**src/rtl/flags_unit_pkg.sv**
```systemverilog
`default_nettype none
// ============================================================================
//  Module      : flags_unit_pkg
//  Description : Shared opcodes package for the flags unit: flag bit indices,
//                condition-code encoding and the default saved-flag depth.
//  Revision    : 1.0 - initial release
// ============================================================================
package flags_unit_pkg;

    // Bit positions of the individual flags inside the 4-bit flag vector
    localparam int FLAGS_V = 0;
    localparam int FLAGS_C = 1;
    localparam int FLAGS_Z = 2;
    localparam int FLAGS_N = 3;

    // Default number of saved-flag entries
    localparam int STACK_DEPTH_DEFAULT = 4;

    // Condition select encoding
    typedef enum logic [3:0] {
        COND_EQ = 4'd0,
        COND_NE = 4'd1,
        COND_CS = 4'd2,
        COND_CC = 4'd3,
        COND_MI = 4'd4,
        COND_PL = 4'd5,
        COND_VS = 4'd6,
        COND_VC = 4'd7,
        COND_HI = 4'd8,
        COND_LS = 4'd9,
        COND_GE = 4'd10,
        COND_LT = 4'd11,
        COND_GT = 4'd12,
        COND_LE = 4'd13,
        COND_AL = 4'd14,
        COND_NV = 4'd15
    } cond_t;

endpackage : flags_unit_pkg
`default_nettype wire

```
**src/rtl/flags_unit_cond_eval.sv**
```systemverilog
`default_nettype none
// ============================================================================
//  Module      : cond_eval
//  Description : Purely combinational condition evaluator. Decodes a cond_t
//                select against a flag vector and returns the hit bit.
//  Revision    : 1.0 - initial release
// ============================================================================
module cond_eval
    import flags_unit_pkg::*;
(
    input  logic [3:0] Flags,
    input  cond_t      CondCode,
    output logic       Hit
);

    logic w_z;
    logic w_n;
    logic w_c;
    logic w_v;

    assign w_z = Flags[FLAGS_Z];
    assign w_n = Flags[FLAGS_N];
    assign w_c = Flags[FLAGS_C];
    assign w_v = Flags[FLAGS_V];

    // Decode the selected condition from the individual flag bits
    always_comb begin
        Hit = 1'b0;
        case (CondCode)
            COND_EQ: Hit = w_z;
            COND_NE: Hit = ~w_z;
            COND_CS: Hit = w_c;
            COND_CC: Hit = ~w_c;
            COND_MI: Hit = w_n;
            COND_PL: Hit = ~w_n;
            COND_VS: Hit = w_v;
            COND_VC: Hit = ~w_v;
            COND_HI: Hit = w_c & ~w_z;
            COND_LS: Hit = ~w_c | w_z;
            COND_GE: Hit = (w_n == w_v);
            COND_LT: Hit = (w_n != w_v);
            COND_GT: Hit = ~w_z & (w_n == w_v);
            COND_LE: Hit = w_z | (w_n != w_v);
            COND_AL: Hit = 1'b1;
            COND_NV: Hit = 1'b0;
            default: Hit = 1'b0;
        endcase
    end

endmodule : cond_eval
`default_nettype wire

```
**src/rtl/flags_unit.sv**
```systemverilog
`default_nettype none
// ============================================================================
//  Module      : flags_unit
//  Description : Processor flag register with registered condition
//                evaluation and an optional saved-flag stack used on
//                interrupt entry/exit.
//                Build option: define FLAGS_STACK_EN to include the stack;
//                without it Push/Pop are ignored and the stack reports empty.
//  Revision    : 1.0 - initial release
// ============================================================================
module flags_unit
    import flags_unit_pkg::*;
#(
    parameter int STACK_DEPTH = STACK_DEPTH_DEFAULT
) (
    input  logic       Clock,
    input  logic       Reset,
    input  logic [3:0] AluFlags,
    input  logic       FlagsWe,
    input  logic [3:0] CondCode,
    input  logic       CondValid,
    input  logic       Push,
    input  logic       Pop,
    output logic [3:0] Flags,
    output logic       CarryOut,
    output logic       CondTrue,
    output logic       CondDone,
    output logic       StackFull,
    output logic       StackEmpty,
    output logic       StackErr
);

    logic [3:0] r_flags;
    logic       r_cond_true;
    logic       r_cond_done;
    logic       w_hit;
    logic       w_pop_ok;
    logic [3:0] w_pop_data;

    // Condition is always evaluated against the registered flags, so a
    // same-cycle FlagsWe never leaks into the result.
    cond_eval u_cond_eval (
        .Flags    (r_flags),
        .CondCode (cond_t'(CondCode)),
        .Hit      (w_hit)
    );

`ifdef FLAGS_STACK_EN
    localparam int c_CNT_W = $clog2(STACK_DEPTH + 1);
    localparam int c_IDX_W = $clog2(STACK_DEPTH);

    logic [3:0]         r_stack [STACK_DEPTH];
    logic [c_CNT_W-1:0] r_count;
    logic               r_stack_err;
    logic               w_full;
    logic               w_empty;
    logic               w_push_ok;
    logic               w_err_evt;
    logic [c_IDX_W-1:0] w_push_idx;
    logic [c_IDX_W-1:0] w_top_idx;

    assign w_full     = (r_count == c_CNT_W'(STACK_DEPTH));
    assign w_empty    = (r_count == '0);
    assign w_push_ok  = Push & ~Pop & ~w_full;
    assign w_pop_ok   = Pop & ~Push & ~w_empty;
    // Simultaneous push/pop, overflow and underflow are all misuse
    assign w_err_evt  = (Push & Pop) | (Push & ~Pop & w_full) | (Pop & ~Push & w_empty);
    assign w_push_idx = c_IDX_W'(r_count);
    assign w_top_idx  = c_IDX_W'(r_count - c_CNT_W'(1));
    assign w_pop_data = r_stack[w_top_idx];

    // Stack storage: no reset needed, occupancy is tracked by r_count
    always_ff @(posedge Clock) begin
        if (!Reset && w_push_ok) begin
            r_stack[w_push_idx] <= r_flags;
        end
    end

    // Occupancy counter and sticky misuse flag
    always_ff @(posedge Clock) begin
        if (Reset) begin
            r_count     <= '0;
            r_stack_err <= 1'b0;
        end else begin
            if (w_push_ok) begin
                r_count <= r_count + c_CNT_W'(1);
            end else if (w_pop_ok) begin
                r_count <= r_count - c_CNT_W'(1);
            end
            if (w_err_evt) begin
                r_stack_err <= 1'b1;
            end
        end
    end

    assign StackFull  = w_full;
    assign StackEmpty = w_empty;
    assign StackErr   = r_stack_err;
`else
    logic [5:0] w_unused_cfg;

    assign w_unused_cfg = {Push, Pop, 4'(STACK_DEPTH)};
    assign w_pop_ok     = 1'b0;
    assign w_pop_data   = 4'h0;
    assign StackFull    = 1'b0;
    assign StackEmpty   = 1'b1;
    assign StackErr     = 1'b0;
`endif

    // Flag register: a successful pop wins over an ALU write
    always_ff @(posedge Clock) begin
        if (Reset) begin
            r_flags <= 4'h0;
        end else if (w_pop_ok) begin
            r_flags <= w_pop_data;
        end else if (FlagsWe) begin
            r_flags <= AluFlags;
        end
    end

    // Condition result register: one result per request, held when idle
    always_ff @(posedge Clock) begin
        if (Reset) begin
            r_cond_true <= 1'b0;
            r_cond_done <= 1'b0;
        end else begin
            r_cond_done <= CondValid;
            if (CondValid) begin
                r_cond_true <= w_hit;
            end
        end
    end

    assign Flags    = r_flags;
    assign CarryOut = r_flags[FLAGS_C];
    assign CondTrue = r_cond_true;
    assign CondDone = r_cond_done;

endmodule : flags_unit
`default_nettype wire
```
**config.mk**
```make
export PLATFORM = sky130hd
export DESIGN_NAME = flags_unit
export DESIGN_NICKNAME = d
export VERILOG_FILES = /design/src/rtl/flags_unit_pkg.sv /design/src/rtl/flags_unit_cond_eval.sv /design/src/rtl/flags_unit.sv
export SDC_FILE = /design/constraint.sdc
export NUM_CORES = 1
export LEC_CHECK = 0
export BUFFER_PORTS_ARGS = -buffer_cell sky130_fd_sc_hd__buf_2
export CORE_AREA = 2 2 39 41
export CTS_CLUSTER_DIAMETER = 100
export DETAILED_ROUTE_END_ITERATION = 8
export DIE_AREA = 0 0 41 43
export SETUP_SLACK_MARGIN = 0.3
export SYNTH_ARGS = -nofsm -noshare
export SYNTH_HDL_FRONTEND = slang
export SYNTH_HIERARCHICAL = 1
export SYNTH_SLANG_ARGS = --single-unit
```
**constraint.sdc**
```tcl
create_clock -name Clock -period 2.8 [get_ports Clock]
set_input_delay 0.28 -clock Clock [delete_from_list [all_inputs] [get_ports Clock]]
set_output_delay 0.28 -clock Clock [all_outputs]
set_load 0.05 [all_outputs]
```
==> results.md <==
Outcome:
- The flow ran to the end, and the final reports show no timing, DRC or antenna violations.

Critical path:
- The end of the worst register-to-register path is CondTrue$_SDFFE_PP0P_.
- The critical path capture point type is a flop.
- The critical path starts at Flags[0]$_SDFFE_PP0P_.
- STA puts the critical path data arrival time at 1800 ps.
- The endpoint required time on the critical path is 2980 ps.
- The worst setup path is of the flop to flop kind.
- The number of cells on the worst reg-to-reg path is 7.
- In this run the worst path has a maximum fanout of 4.
- In this run the critical register-to-register path is launched from Flags[0]$_SDFFE_PP0P_.
- The termination of the worst setup path is CondTrue$_SDFFE_PP0P_.
- STA classifies the critical path startpoint as a flop.
- The setup slack on the worst flop-to-flop path is 1180 ps.

Yosys:
- Synthesis instantiated 21 different standard cells from the library.
- The primary flip-flop cell chosen by synthesis mapping is sky130_fd_sc_hd__dfxtp_1.
- The sequential element share of the synthesized area is 0.306.
- The gate count of the mapped netlist is 47.
- Counting flops with a built-in enable in the synthesized netlist gives 0.
- The synthesized cell area is 393 um2.
- In this run, synthesis produced a sequential element count of 6.
- The fraction of registers with async set or reset after synthesis is 0.
- The average instance in the mapped netlist occupies 8.36 um2.
- The number of warnings printed during yosys synthesis is 6.

Clocking:
- TritonCTS created 3 clock buffers.
- The clock latency at the later pin of the worst-skew pair is 240 ps.
- The count of hold-fix buffers inserted at cts is 0.
- The number of H-tree levels is 1.
- The clock-pin transition on the worst setup and hold timing paths is 40 ps.
- Post-CTS repair changed the size of 0 cells.
- The count of buffers added by post-CTS timing repair for setup is 0.
- TritonCTS built the clock tree.
- The number of buffers on the longest clock path is 2.
- The number of clock sinks is 6.
- The library cell used as clock root buffer is sky130_fd_sc_hd__clkbuf_4.

Power and ir drop:
- The standby leakage power is 0.000244 uW.
- The worst supply voltage drop on vdd is 188 uV.
- The power per unit of standard cell area is 522 nW/um2.

Global route:
- Global routing finished with a remaining overflow of 0.
- In the global route stage, overall resource usage came out at 0.106.
- The number of global-route vias before repair was 319.
- The global-route wire length before repair is 1.23 mm.
- The maximum number of pins on one net before global-route repair is 9.
- The initial antenna violation count is 0.

Cells and area:
- The number of diodes is 0.
- The share of cells above drive strength 1 is 0.339.
- The number of nets in the finished design is 78.
- The non-filler instance count after layout is 78.
- From synthesis to final layout, the design area changed by 22.9%.

STA:
- The final number of max-transition violations is 0.
- The setup TNS is 0 ps.
- The number of failing hold endpoints at the final stage is 0.
- The post-route fraction of the period consumed by the critical path is 0.577.
- Based on the critical path, the design can be clocked at up to 619 MHz.
- The setup violation total in the final timing report is 0.
- The final setup slack of the worst path is 1180 ps.
- The minimum clock period after layout is 1620 ps.
- Setup repair after global routing left no endpoint under its margin.
- On the final layout, the worst clock skew is 0.641 ps.

Die:
- The floorplan step defined a core boundary enclosing 1380 um2.
- The initial utilization of the core area, before any placement, comes to 0.284.
- The standard-cell row count is 14.
- The height of the die is 43 um.
- The floorplan step defined a die boundary enclosing 1760 um2.
- The floorplan step set the die width to 41 um.
- 24 I/O pins were placed.

Routing:
- The final antenna-violating net count is 0.
- The iteration-0 DRC count of the detailed router is 2.
- Summed over all nets, wire length on met3 after detailed routing comes to 58 um.
- The number of vias per cell after detailed routing is 4.60.
- The total number of vias is 359.
- In the final routed layout, each cell accounts on average for 9.44 um.
- The wire length the detailed router placed on met1 is 342 um.
- The first-pass detailed-route iteration total is 2.
- After detailed routing, no signal wire sits above met3.
- Wire segments on met2 add up to 335 um in the final route.
- Summed over all layers, the routed wires come to 736 um.
- For this run, design rule violations remaining after detail routing come to 0.

Placement:
- The half-perimeter wire length of the detailed placement result is 596 um.
- The number of placed cells counting well taps is 75.
- Input and output buffers added on the ports amount to 18.
- OpenSTA, run right after detailed placement, puts the worst setup slack at 1190 ps.
- Routability-driven placement finished with a final weighted congestion of 0.668.

Job:
- Max-cap violations in this run came to 0.

Hold path:
- The tightest min-delay check is of the input port to flop type.
[flip-flops by register name (all words and copies together) (netlist names)]
signal / cells
Flags: 4
CondTrue: 1
CondDone: 1
[cell type report]
| cell class | instances | area (um2) |
|---|---|---|
| well taps | 16 | 20.0 |
| clock buffers | 3 | 22.5 |
| inverters | 1 | 3.75 |
| fillers | 151 | 901 |
| multi-input cells | 34 | 226 |
| repair buffers | 18 | 90.1 |
| flip-flops and latches | 6 | 120 |
[routing by layer]
metal,vias up,GRT usage
li1,185,-
met4,0,0.100
met2,14,0.144
met1,160,0.133
met3,0,0.0157
met5,-,0
[report_power, final]
| part | total, uW | leakage (uW) | internal [uW] | switching [uW] |
|---|---|---|---|---|
| Sequential | 96.3 | 0.0000496 | 91.2 | 5.12 |
| Clock | 77.8 | 0.0000138 | 48.4 | 29.4 |
| Combinational | 77.9 | 0.000181 | 25.1 | 52.8 |
[through the flow]
step           power [uW]  cell area, um2  utilization  hold slack [ps]
2_1_floorplan         162             397            -              352
3_3_place_gp          175             460        0.333              476
3_5_place_dp          176             460        0.333              487
4_1_cts               257             483        0.349              270
5_1_grt               265             483        0.349              280
6_report              252             483        0.349              278
[cell families (layout without fill, tap and decap cells)]
| kind of cell | Yosys count | in the layout | synth area share |
|---|---|---|---|
| DFF | 6 | 6 | 0.306 |
| xor gates and xnor gates | 4 | 4 | 0.0892 |
| muxes | 6 | 6 | 0.153 |
| buffers and inverters | 8 | 22 | 0.127 |
| other | 2 | 3 | 0.0191 |
| and+or+nand+nor | 12 | 12 | 0.150 |
| AOI/OAI and AO/OA | 9 | 9 | 0.156 |
[placed cells by master, fill, tap and decap left out, types with 2 or more instances in the layout]
cell type and instances:
sky130_fd_sc_hd__mux2i_1 6, sky130_fd_sc_hd__a21oi_1 3, sky130_fd_sc_hd__clkbuf_4 3, sky130_fd_sc_hd__nor2_1 7
sky130_fd_sc_hd__buf_2 18, sky130_fd_sc_hd__nor2b_1 2, sky130_fd_sc_hd__conb_1 3, sky130_fd_sc_hd__xor2_1 3
sky130_fd_sc_hd__dfxtp_1 6
[cells in the mapped netlist, types with 2 or more instances]
cell                      number  share of area
sky130_fd_sc_hd__nor2b_1       2          0.032
sky130_fd_sc_hd__a21oi_1       3          0.038
sky130_fd_sc_hd__xor2_1        3          0.067
sky130_fd_sc_hd__mux2i_1       6           0.15
sky130_fd_sc_hd__dfxtp_1       6           0.31
sky130_fd_sc_hd__nor2_1        7          0.067
sky130_fd_sc_hd__conb_1        2          0.019
sky130_fd_sc_hd__buf_4         5          0.096
[critical path, cell delays in order, from the launching register on]
cell and delay, ps:
sky130_fd_sc_hd__dfxtp_1 380, sky130_fd_sc_hd__xor2_1 280, sky130_fd_sc_hd__xor2_1 110, sky130_fd_sc_hd__a2111oi_1 390
sky130_fd_sc_hd__a311oi_1 80, sky130_fd_sc_hd__o22ai_1 150, sky130_fd_sc_hd__mux2i_1 100, sky130_fd_sc_hd__nor2_1 80
[worst min path at each step]
stage	start	to	slack, ps	cells past startpoint
finish	CondValid	CondDone$_SDFF_PP0_	280	2
global route	CondValid	CondDone$_SDFF_PP0_	280	2
detailed placement	CondTrue$_SDFFE_PP0P_	CondTrue$_SDFFE_PP0P_	490	2
floorplan	Reset	CondDone$_SDFF_PP0_	350	1
CTS	CondValid	CondDone$_SDFF_PP0_	270	2
global placement	CondTrue$_SDFFE_PP0P_	CondTrue$_SDFFE_PP0P_	480	2
Power figures use the tool's default switching activity.
